$ cat src/rtl/fetch_unit.sv
// fetch_unit: RISC-V instruction-fetch stage owning the PC, issuing one word fetch at a time,
// and presenting {instr, pc, pc+4} to decode through an IF/ID register backed by a 1-entry skid.
module fetch_unit #(
    parameter logic [31:0] RESET_PC  = 32'h0000_0000,
    parameter logic [31:0] NOP_INSTR = 32'h0000_0013
) (
    input  logic        clk,
    input  logic        rst_n,
    output logic        imem_req_valid,
    input  logic        imem_req_ready,
    output logic [31:0] imem_req_addr,
    input  logic        imem_rsp_valid,
    input  logic [31:0] imem_rsp_data,
    input  logic        redirect_valid,
    input  logic [31:0] redirect_target,
    input  logic        id_ready,
    output logic        if_id_valid,
    output logic [31:0] if_id_instr,
    output logic [31:0] if_id_pc,
    output logic [31:0] if_id_pc4
);
    typedef enum logic [1:0] {IDLE, REQ, WAIT} state_t;
    state_t state, state_next;
    logic [31:0] pc, req_pc, skid_instr, skid_pc;
    logic drop, skid_valid, accept, land, out_free;

    assign accept   = imem_req_valid && imem_req_ready;
    assign land     = state == WAIT && imem_rsp_valid && !drop && !redirect_valid;
    assign out_free = !if_id_valid || id_ready;

    always_ff @(posedge clk or negedge rst_n)
        if (!rst_n) state <= IDLE;
        else        state <= state_next;

    always_comb begin
        state_next = state == IDLE ? REQ :
                     state == REQ  ? (accept ? WAIT : REQ) :
                                     (imem_rsp_valid ? REQ : WAIT);
    end

    // A full skid holds off new requests so a landing response always has somewhere to go.
    always_comb begin
        imem_req_valid = state == REQ && !skid_valid;
        imem_req_addr  = pc;
    end

    always_ff @(posedge clk or negedge rst_n) begin
        if (!rst_n) begin
            pc          <= RESET_PC;
            req_pc      <= RESET_PC;
            drop        <= 1'b0;
            skid_valid  <= 1'b0;
            skid_instr  <= NOP_INSTR;
            skid_pc     <= RESET_PC;
            if_id_valid <= 1'b0;
            if_id_instr <= NOP_INSTR;
            if_id_pc    <= RESET_PC;
            if_id_pc4   <= RESET_PC + 32'd4;
        end else begin
            if (redirect_valid) pc <= {redirect_target[31:2], 2'b00};
            else if (accept) pc <= pc + 32'd4;
            if (accept) req_pc <= pc;
            // An in-flight request overtaken by a redirect must have its response swallowed.
            if (redirect_valid && (accept || (state == WAIT && !imem_rsp_valid))) drop <= 1'b1;
            else if (state == WAIT && imem_rsp_valid) drop <= 1'b0;
            if (redirect_valid) begin
                if_id_valid <= 1'b0;
                skid_valid  <= 1'b0;
            end else if (out_free) begin
                if (skid_valid) begin
                    if_id_valid <= 1'b1;
                    if_id_instr <= skid_instr;
                    if_id_pc    <= skid_pc;
                    if_id_pc4   <= skid_pc + 32'd4;
                    skid_valid  <= 1'b0;
                end else if (land) begin
                    if_id_valid <= 1'b1;
                    if_id_instr <= imem_rsp_data;
                    if_id_pc    <= req_pc;
                    if_id_pc4   <= req_pc + 32'd4;
                end else begin
                    if_id_valid <= 1'b0;
                end
            end else if (land) begin
                skid_valid <= 1'b1;
                skid_instr <= imem_rsp_data;
                skid_pc    <= req_pc;
            end
        end
    end
endmodule
$ cat config.mk
export PLATFORM = sky130hd
export DESIGN_NAME = fetch_unit
export DESIGN_NICKNAME = d
export VERILOG_FILES = /design/src/rtl/fetch_unit.sv
export SDC_FILE = /design/constraint.sdc
export NUM_CORES = 1
export LEC_CHECK = 0
export BUFFER_PORTS_ARGS = -buffer_cell sky130_fd_sc_hd__buf_2
export CAP_MARGIN = 20
export CORE_UTILIZATION = 35
export DETAILED_ROUTE_END_ITERATION = 6
export GPL_ROUTABILITY_DRIVEN = 0
export PLACE_DENSITY = 0.59
export SYNTH_ARGS = -nofsm -noshare
export SYNTH_HDL_FRONTEND = slang
export SYNTH_SLANG_ARGS = --single-unit
$ cat constraint.sdc
create_clock -name clk -period 4.6 [get_ports clk]
set_input_delay 0.92 -clock clk [delete_from_list [all_inputs] [get_ports clk]]
set_output_delay 0.92 -clock clk [all_outputs]
set_load 0.005 [all_outputs]
==> results of run 1 <==
## how the worst min path moves through the flow
stage | from | end | slack, ns
2_1_floorplan | req_pc[31] | req_pc[31] | 0.46
3_3_place_gp | if_id_instr[13] | if_id_instr[13] | 0.46
3_5_place_dp | if_id_pc[28] | if_id_pc[28] | 0.46
4_1_cts | if_id_pc[28] | if_id_pc[28] | 0.48
5_1_grt | if_id_pc[22] | if_id_pc[22] | 0.49
6_report | rst_n | if_id_instr[28] | 0.41
## kinds of logic after synthesis
| logic type | Yosys count |
|---|---|
| AO/OA/AOI/OAI | 164 |
| adder cells (fa/ha/maj) | 2 |
| other | 1 |
| multiplexers | 124 |
| AND/OR/NAND/NOR | 359 |
| flip-flops | 219 |
| XOR/XNOR | 43 |
| buffers and inverters | 67 |
## metrics by stage
| step | setup WS [ns] | cells |
|---|---|---|
| final | 1.49 | 1558 |
| after global routing | 1.28 | 1558 |
| after CTS | 1.49 | 1557 |
| after detailed placement | 1.51 | 1511 |
| after global placement | 1.56 | 1510 |
| after floorplan | 1.77 | 984 |
## worst max-delay path, cell delays in order, from the launching register on
cell	delay [ns]
dfrtp_4	0.90
buf_4	0.41
and3_1	0.25
o211a_1	0.36
nand4_1	0.42
o31a_1	0.42
o31ai_1	0.22
## where the power goes
part,internal (mW),switching [mW],leakage (nW)
Sequential,2.46,0.449,2.86
Clock,1.26,0.777,0.417
Combinational,0.678,0.820,2.67
Total,4.40,2.05,5.94
## sequential cells by signal, indices dropped and copies added, names as in the netlist
register       count
if_id_instr       32
skid_instr        32
if_id_pc4         30
if_id_pc          30
imem_req_addr     30
req_pc            30
skid_pc           30
state              2
drop               1
if_id_valid        1
skid_valid         1
## layout make-up
class	instances	share of cell area
Sequential cell	219	0.445
Tap cell	384	0.0389
Inverter	6	0.00182
Multi-Input combinational cell	698	0.355
Clock buffer	42	0.0633
Timing Repair Buffer	205	0.0903
Clock inverter	4	0.00567
## cells in the final DEF, fill, tap and decap left out, types with 7 or more instances in the layout
cell type and instances:
nand2_1 233, dfrtp_1 211, buf_2 190, o21ai_0 107, mux2_2 66, mux2i_1 58
nand3_1 33, xor2_1 28, clkbuf_16 27, nand4_1 20, nor2_1 16, xnor2_1 15
buf_4 11, clkbuf_1 10, nor3_1 9, o31ai_1 9, and3_1 8, nand3b_1 8
a21oi_1 7, dfstp_2 7
## per-layer routing
metal,share of wire,global-route usage,vias up
met4,0.014,0.0350,0
met2,0.43,0.244,203
met5,0,0,-
li1,-,-,3773
met3,0.062,0.0346,30
met1,0.50,0.244,3580
==> flow_summary.yaml, run 1 <==
cts:
  clockRootBuffer: "clkbuf_16"
  cts_tree: "done"
  clk_pin_slew_ns: 0.06
  post_cts_resized: 0
  cts_made_buffers: 26
  htree_levels: 1
  clock_latency_ns: 0.52
  cts.sinks: 219
  ctsHoldBuffers: 0
  post_cts_buffers: 0
  clk_path_buf_depth: 3
yosys:
  synth_compound_area_frac: 0.0959
  synth_cell_type_count: 60
  synth-adder-area-share: 0.00246
  yosys-top-cells-area: "dfrtp_1, nand2_1, mux2_2, mux2i_1, o21ai_0"
  synth.avg_cell_area_um2: 10.4
  synth_top_area_share: 0.521
  synth_cells: 979
  yosys.area_share.simple: 0.163
  ys_ff_latch: 219
  synthXorXnorAreaFrac: 0.0370
  yosysTopAreaCell: "dfrtp_1"
  async_reset_ff_frac: 1.00
  synth-edff-count: 0
  synth.top_cells.by_count: "nand2_1, dfrtp_1, o21ai_0, mux2_2, mux2i_1"
  syn-cell-area_um2: 10200
  synth_top_family_by_area: "simple AND/OR/NAND/NOR gates"
  ys.flop_type: "dfrtp_1"
  yosysMostFrequentCell: "nand2_1"
  muxShareOfSynthArea: 0.130
  seq_area_frac_synth: 0.540
  yosysWarnings: 0
flow_run:
  cap_violations: 0
timing:
  rsz0062_at_grt: "false"
  setup_viol: 0
  worst_pin_slew_ns: 1.02
  slew_violations: 0
  finalCritPeriodShare: 0.675
  fin_crit_ns: 3.11
  fmax_mhz: 322
  whs_ns: 0.414
  hold_viol: 0
  fin_setup_tns_ns: 0
  relSlewSlack: 0.317
  finalClockSkew_ns: 0.00759
drt:
  drt_iter0_drc: 448
  drc: 0
  drt-total-wl_um: 24700
  ant_nets: 0
  via_count: 7586
  wire_per_inst_um: 15.9
  dr.pass1.iters: 5
  avgViaCountPerCell: 4.87
critical_path:
  worstSetupPathType: "reg2reg"
  r2r-end: "if_id_pc4[30]"
  crit_path_start: "skid_valid"
  crit_end: "if_id_pc4[30]"
  worstPathMaxFanout: 61
  r2r-start: "skid_valid"
  rrSetupSlack_ns: 1.49
  crit_arrival_ns: 3.54
  r2r_cells: 6
  cp_data_required_time_ns: 5.03
  end_kind: "register"
  start_kind: "register"
power_and_ir_drop:
  p_leak_nw: 5.94
  power_mw: 6.44
  max-vdd-ir-drop_mv: 0.239
  power.density_nw_per_um2: 521
layout:
  multi_input_area_um2: 4390
  nets: 1228
  antennaDiodeCount: 0
  drive_above_1_share: 0.278
  final_util: 0.432
  seq_area_um2: 5490
  syn_to_final_growth_pct: 21.4
  final_cell_area_um2: 12400
  n_fill_cell: 2799
die:
  rows: 62
  io_pins: 200
  die-area_um2: 29800
  core_um2: 28600
  initial_core_util: 0.355
  die_h_um: 172
  fp.dieW_um: 172
run_status:
  status: "completed"
global_route:
  grt_pass1_wl_um: 38900
  grt.total_usage: 0.165
  grt-ovfl-total: 0
  grt_antenna_before_repair: 0
  grt_pass1_vias: 7094
  grt_max_degree: 131
placement:
  hpwl_um: 16900
  placed_area_um2: 11500
  numPortBuffers: 191
hold_path:
  hold_class: "in2async"
No activity file was read; power rests on OpenSTA's default activity.
==> inputs of run 2 (changes only) <==
Clock period 4.6 ns to 3.1 ns, I/O delays scaled along.
==> flow_summary.yaml, run 2 (same netlist as run 1, synthesis figures left out) <==
global_route:
  grt_pass1_wl_um: 39800
  grt_max_degree: 122
  grt_pass1_vias: 7453
  grt_antenna_before_repair: 0
  grt-ovfl-total: 0
  grt.total_usage: 0.169
timing:
  finalClockSkew_ns: 0.00910
  hold_viol: 0
  fin_setup_tns_ns: 0
  slew_violations: 0
  finalCritPeriodShare: 0.810
  fin_crit_ns: 2.51
  fmax_mhz: 398
  worst_pin_slew_ns: 0.573
  relSlewSlack: 0.607
  rsz0062_at_grt: "false"
  setup_viol: 0
die:
  core_um2: 28600
  die-area_um2: 29800
  rows: 62
  io_pins: 200
  fp.dieW_um: 172
  initial_core_util: 0.355
  die_h_um: 172
layout:
  syn_to_final_growth_pct: 21.9
  nets: 1236
  final_common_cell: "nand2_1"
  n_fill_cell: 2803
  antennaDiodeCount: 0
  drive_above_1_share: 0.287
  fin_cells: 1566
  largest_registers: "if_id_instr (32), skid_instr (32)"
  most-common-layout-cells: "nand2_1, dfrtp_1, buf_2"
critical_path:
  path_delay_family: "compound AO/OA/AOI/OAI gates"
  crit_buf_inv: 0
  r2r_cells: 6
  worstSetupPathType: "reg2reg"
  critical_path.max_stage_delay_ns: 0.61
  cp_data_required_time_ns: 3.52
  r2r-end: "if_id_pc4[30]"
  crit_arrival_ns: 2.93
  start_kind: "register"
  rrSetupSlack_ns: 0.59
  r2r-start: "skid_valid"
  end_kind: "register"
  worst_path_max_delay_cell: "dfrtp_4"
  crit_path_cell_trace: "mux2_2 > ha_1 > o211a_1 > nand4_1 > o31a_1 > o31ai_1"
  worstPathMaxFanout: 24
cts:
  cts.sinks: 219
  ctsHoldBuffers: 0
  htree_levels: 1
  clockRootBuffer: "clkbuf_16"
  post_cts_buffers: 0
  clock_latency_ns: 0.52
  post_cts_resized: 0
  cts_made_buffers: 25
  cts_tree: "done"
  clk_path_buf_depth: 3
  clk_pin_slew_ns: 0.06
drt:
  via_count: 7652
  wire_per_inst_um: 15.8
  drt-total-wl_um: 24800
  ant_nets: 0
  drt_iter0_drc: 563
  avgViaCountPerCell: 4.89
  drc: 0
  dr.pass1.iters: 4
placement:
  place_inst: 1521
  hpwl_um: 17500
  numPortBuffers: 191
power_and_ir_drop:
  p_leak_nw: 5.99
  power.density_nw_per_um2: 752
  max-vdd-ir-drop_mv: 0.339
hold_path:
  hold_class: "in2async"
flow_run:
  cap_violations: 0
run_status:
  status: "completed"
run 2: cell types whose count changed in the layout (fill, tap and decap cells not counted), sizes merged:
cell      delta
bufinv       -2
buf          +9
clkinv       +3
clkbuf       -4
clkinvlp     +2
run 2: worst max-delay path by stage:
stage               slack (ns)  depth (start not counted)        from             to
floorplan                 0.27                         12  skid_valid  if_id_pc4[30]
global placement          0.65                          6  skid_valid  if_id_pc4[23]
detailed placement        0.61                          6  skid_valid  if_id_pc4[30]
CTS                       0.59                          6  skid_valid  if_id_pc4[30]
global route              0.39                          6  skid_valid  if_id_pc4[30]
finish                    0.59                          6  skid_valid  if_id_pc4[30]
run 2: worst register-to-register path: cells and delay by family (launching register included):
| family | cells | cell delay (ns) |
|---|---|---|
| fa+ha+maj | 1 | 0.23 |
| compound gates | 3 | 0.89 |
| simple gates | 1 | 0.38 |
| mux | 1 | 0.31 |
| flops | 1 | 0.61 |
run 2: final cells by class:
class	instances	area (µm²)	share of cell area
sequential	219	5490	0.443
multi-input combinational	698	4390	0.354
timing repair buffer	214	1230	0.0988
clock buffer	38	754	0.0608
tap	384	480	0.0387
clock inverter	7	40.0	0.00323
inverter	6	22.5	0.00182
run 2: stage by stage:
stage	total power [mW]	instance area (µm²)	setup slack, ns	util	hold WS (ns)
after floorplan	5.41	10200	0.272	-	0.324
after global placement	6.54	11600	0.648	0.406	0.456
after detailed placement	6.62	11600	0.613	0.406	0.465
after CTS	9.50	12400	0.588	0.433	0.0806
after global routing	10.1	12400	0.386	0.433	0.101
final	9.34	12400	0.589	0.433	0.0627
run 2: layer usage:
metal / global-route usage / routed length [µm] / vias up / share of wire
met5: 0 / 0 / - / 0
met2: 0.262 / 10900 / 204 / 0.44
met4: 0.0435 / 443 / 0 / 0.018
met3: 0.0371 / 1690 / 32 / 0.068
li1: - / - / 3782 / -
met1: 0.237 / 11800 / 3634 / 0.47
run 2: power breakdown:
part	switching [mW]	internal, mW
sequential	0.653	3.64
clock	1.15	1.67
combinational	1.22	1.01
==> inputs of run 3 (changes only) <==
Clock period 3.1 ns to 2.38 ns, I/O delays scaled along.
==> flow_summary.yaml, run 3 (same netlist as run 1, synthesis figures left out) <==
global_route:
  grt_max_degree: 73
  grt.total_usage: 0.167
  grt_pass1_vias: 7442
  grt_pass1_wl_um: 39600
  grt-ovfl-total: 0
  grt_antenna_before_repair: 0
placement:
  post-place-ws_ns: -0.0730
  placed_area_um2: 11700
  place_inst: 1536
  numPortBuffers: 191
  hpwl_um: 18000
critical_path:
  worst_path_max_delay_cell: "dfrtp_4"
  start_kind: "register"
  path_delay_family: "buffers and inverters"
  crit_buf_inv: 3
  crit_arrival_ns: 1.78
  rrSetupSlack_ns: 0.13
  worstSetupPathType: "reg2out"
  r2r-end: "if_id_pc4[30]"
  r2r_cells: 8
  r2r-start: "skid_valid"
  crit_path_cell_trace: "clkbuf_8 > buf_4 > nor3b_1 > buf_2"
  cp_data_required_time_ns: 1.90
  end_kind: "primary output"
  critical_path.max_stage_delay_ns: 0.49
  worstPathMaxFanout: 13
cts:
  clock_latency_ns: 0.52
  clk_pin_slew_ns: 0.06
  cts_tree: "done"
  htree_levels: 1
  clockRootBuffer: "clkbuf_16"
  cts_made_buffers: 26
  clk_path_buf_depth: 3
  cts.sinks: 219
drt:
  via_count: 7743
  drc: 0
  wire_per_inst_um: 15.9
  drt-total-wl_um: 25200
  dr.pass1.iters: 5
  ant_nets: 0
  drt_iter0_drc: 347
  avgViaCountPerCell: 4.88
timing:
  worst_pin_slew_ns: 0.601
  finalCritPeriodShare: 0.950
  fin_crit_ns: 2.26
  whs_ns: 0.168
  fin_setup_tns_ns: 0
  worst_slack_ns: 0.119
  rsz0062_at_grt: "false"
  finalClockSkew_ns: 0.0141
  setup_viol: 0
  hold_viol: 0
  fmax_mhz: 442
  slew_violations: 0
  relSlewSlack: 0.599
die:
  initial_core_util: 0.355
  die-area_um2: 29800
  fp.dieW_um: 172
  rows: 62
  die_h_um: 172
  io_pins: 200
  core_um2: 28600
layout:
  most-common-layout-cells: "nand2_1, dfrtp_1, buf_2"
  antennaDiodeCount: 0
  final_util: 0.441
  largest_registers: "if_id_instr (32), skid_instr (32)"
  nets: 1256
  syn_to_final_growth_pct: 24.2
  final_common_cell: "nand2_1"
  final_cell_area_um2: 12600
  fin_cells: 1587
  n_fill_cell: 2805
  drive_above_1_share: 0.297
power_and_ir_drop:
  max-vdd-ir-drop_mv: 0.527
  p_leak_nw: 6.10
  power.density_nw_per_um2: 984
  power_mw: 12.4
hold_path:
  worstHoldEndpoint: "imem_req_addr[11]"
  min_from: "redirect_target[11]"
  hold_path_depth: 3
  hold_class: "in2reg"
flow_run:
  cap_violations: 0
run_status:
  status: "completed"
## run 3: cell count changes in the layout (fill, tap and decap cells not counted), moves of 2 or more
cell       delta
mux2_4        +2
buf_4        +16
mux2_2        -2
clkbuf_1      +4
clkbuf_8      -3
clkbuf_16     +2
## run 3: cell type report
type / instances / area [µm²] / share of cell area
Clock inverter: 7 / 66.3 / 0.00525
Tap cell: 384 / 480 / 0.0380
Timing Repair Buffer: 233 / 1390 / 0.110
Sequential cell: 219 / 5490 / 0.435
Inverter: 6 / 22.5 / 0.00178
Multi-Input combinational cell: 698 / 4420 / 0.350
Clock buffer: 40 / 764 / 0.0605
## run 3: what timing repair did
action | CTS | global route
endpoints found under the setup margin | 4 | 7
hold buffers | 1 | 0
resized for setup | 0 | 2
pin swaps | 1 | 0
setup buffers | 1 | 2
endpoints found under the hold margin | 59 | 0
## run 3: layer usage
metal  track usage  vias to the layer above  part of all wire  wire length [µm]
met4        0.0427                        0             0.017               437
met3        0.0369                       36             0.062              1570
li1              -                     3816                 -                 -
met5             0                        -                 0                 0
met2         0.263                      199              0.44             11100
met1         0.233                     3692              0.48             12200
## run 3: tightest hold or removal path, stage by stage
cell,delay [ns]
buf_2,0.07
nand2_1,0.04
o21ai_0,0.05
## run 3: worst max-delay path by stage
stage / from / to / slack [ns] / depth (start not counted)
5_1_grt: skid_valid / if_id_pc4[23] / 0.01 / 7
4_1_cts: skid_valid / if_id_pc4[23] / 0.03 / 6
2_1_floorplan: skid_valid / if_id_pc4[30] / -0.06 / 12
3_5_place_dp: skid_valid / if_id_pc4[23] / -0.07 / 5
6_report: skid_valid / imem_req_valid / 0.12 / 4
3_3_place_gp: skid_valid / if_id_pc4[23] / -0.009 / 5
## run 3: where the power goes
group | internal, mW | leakage [nW] | switching, mW | total [mW]
clock | 2.31 | 0.407 | 1.52 | 3.83
sequential | 4.74 | 2.86 | 0.854 | 5.60
combinational | 1.37 | 2.83 | 1.64 | 3.01
total | 8.42 | 6.10 | 4.02 | 12.4
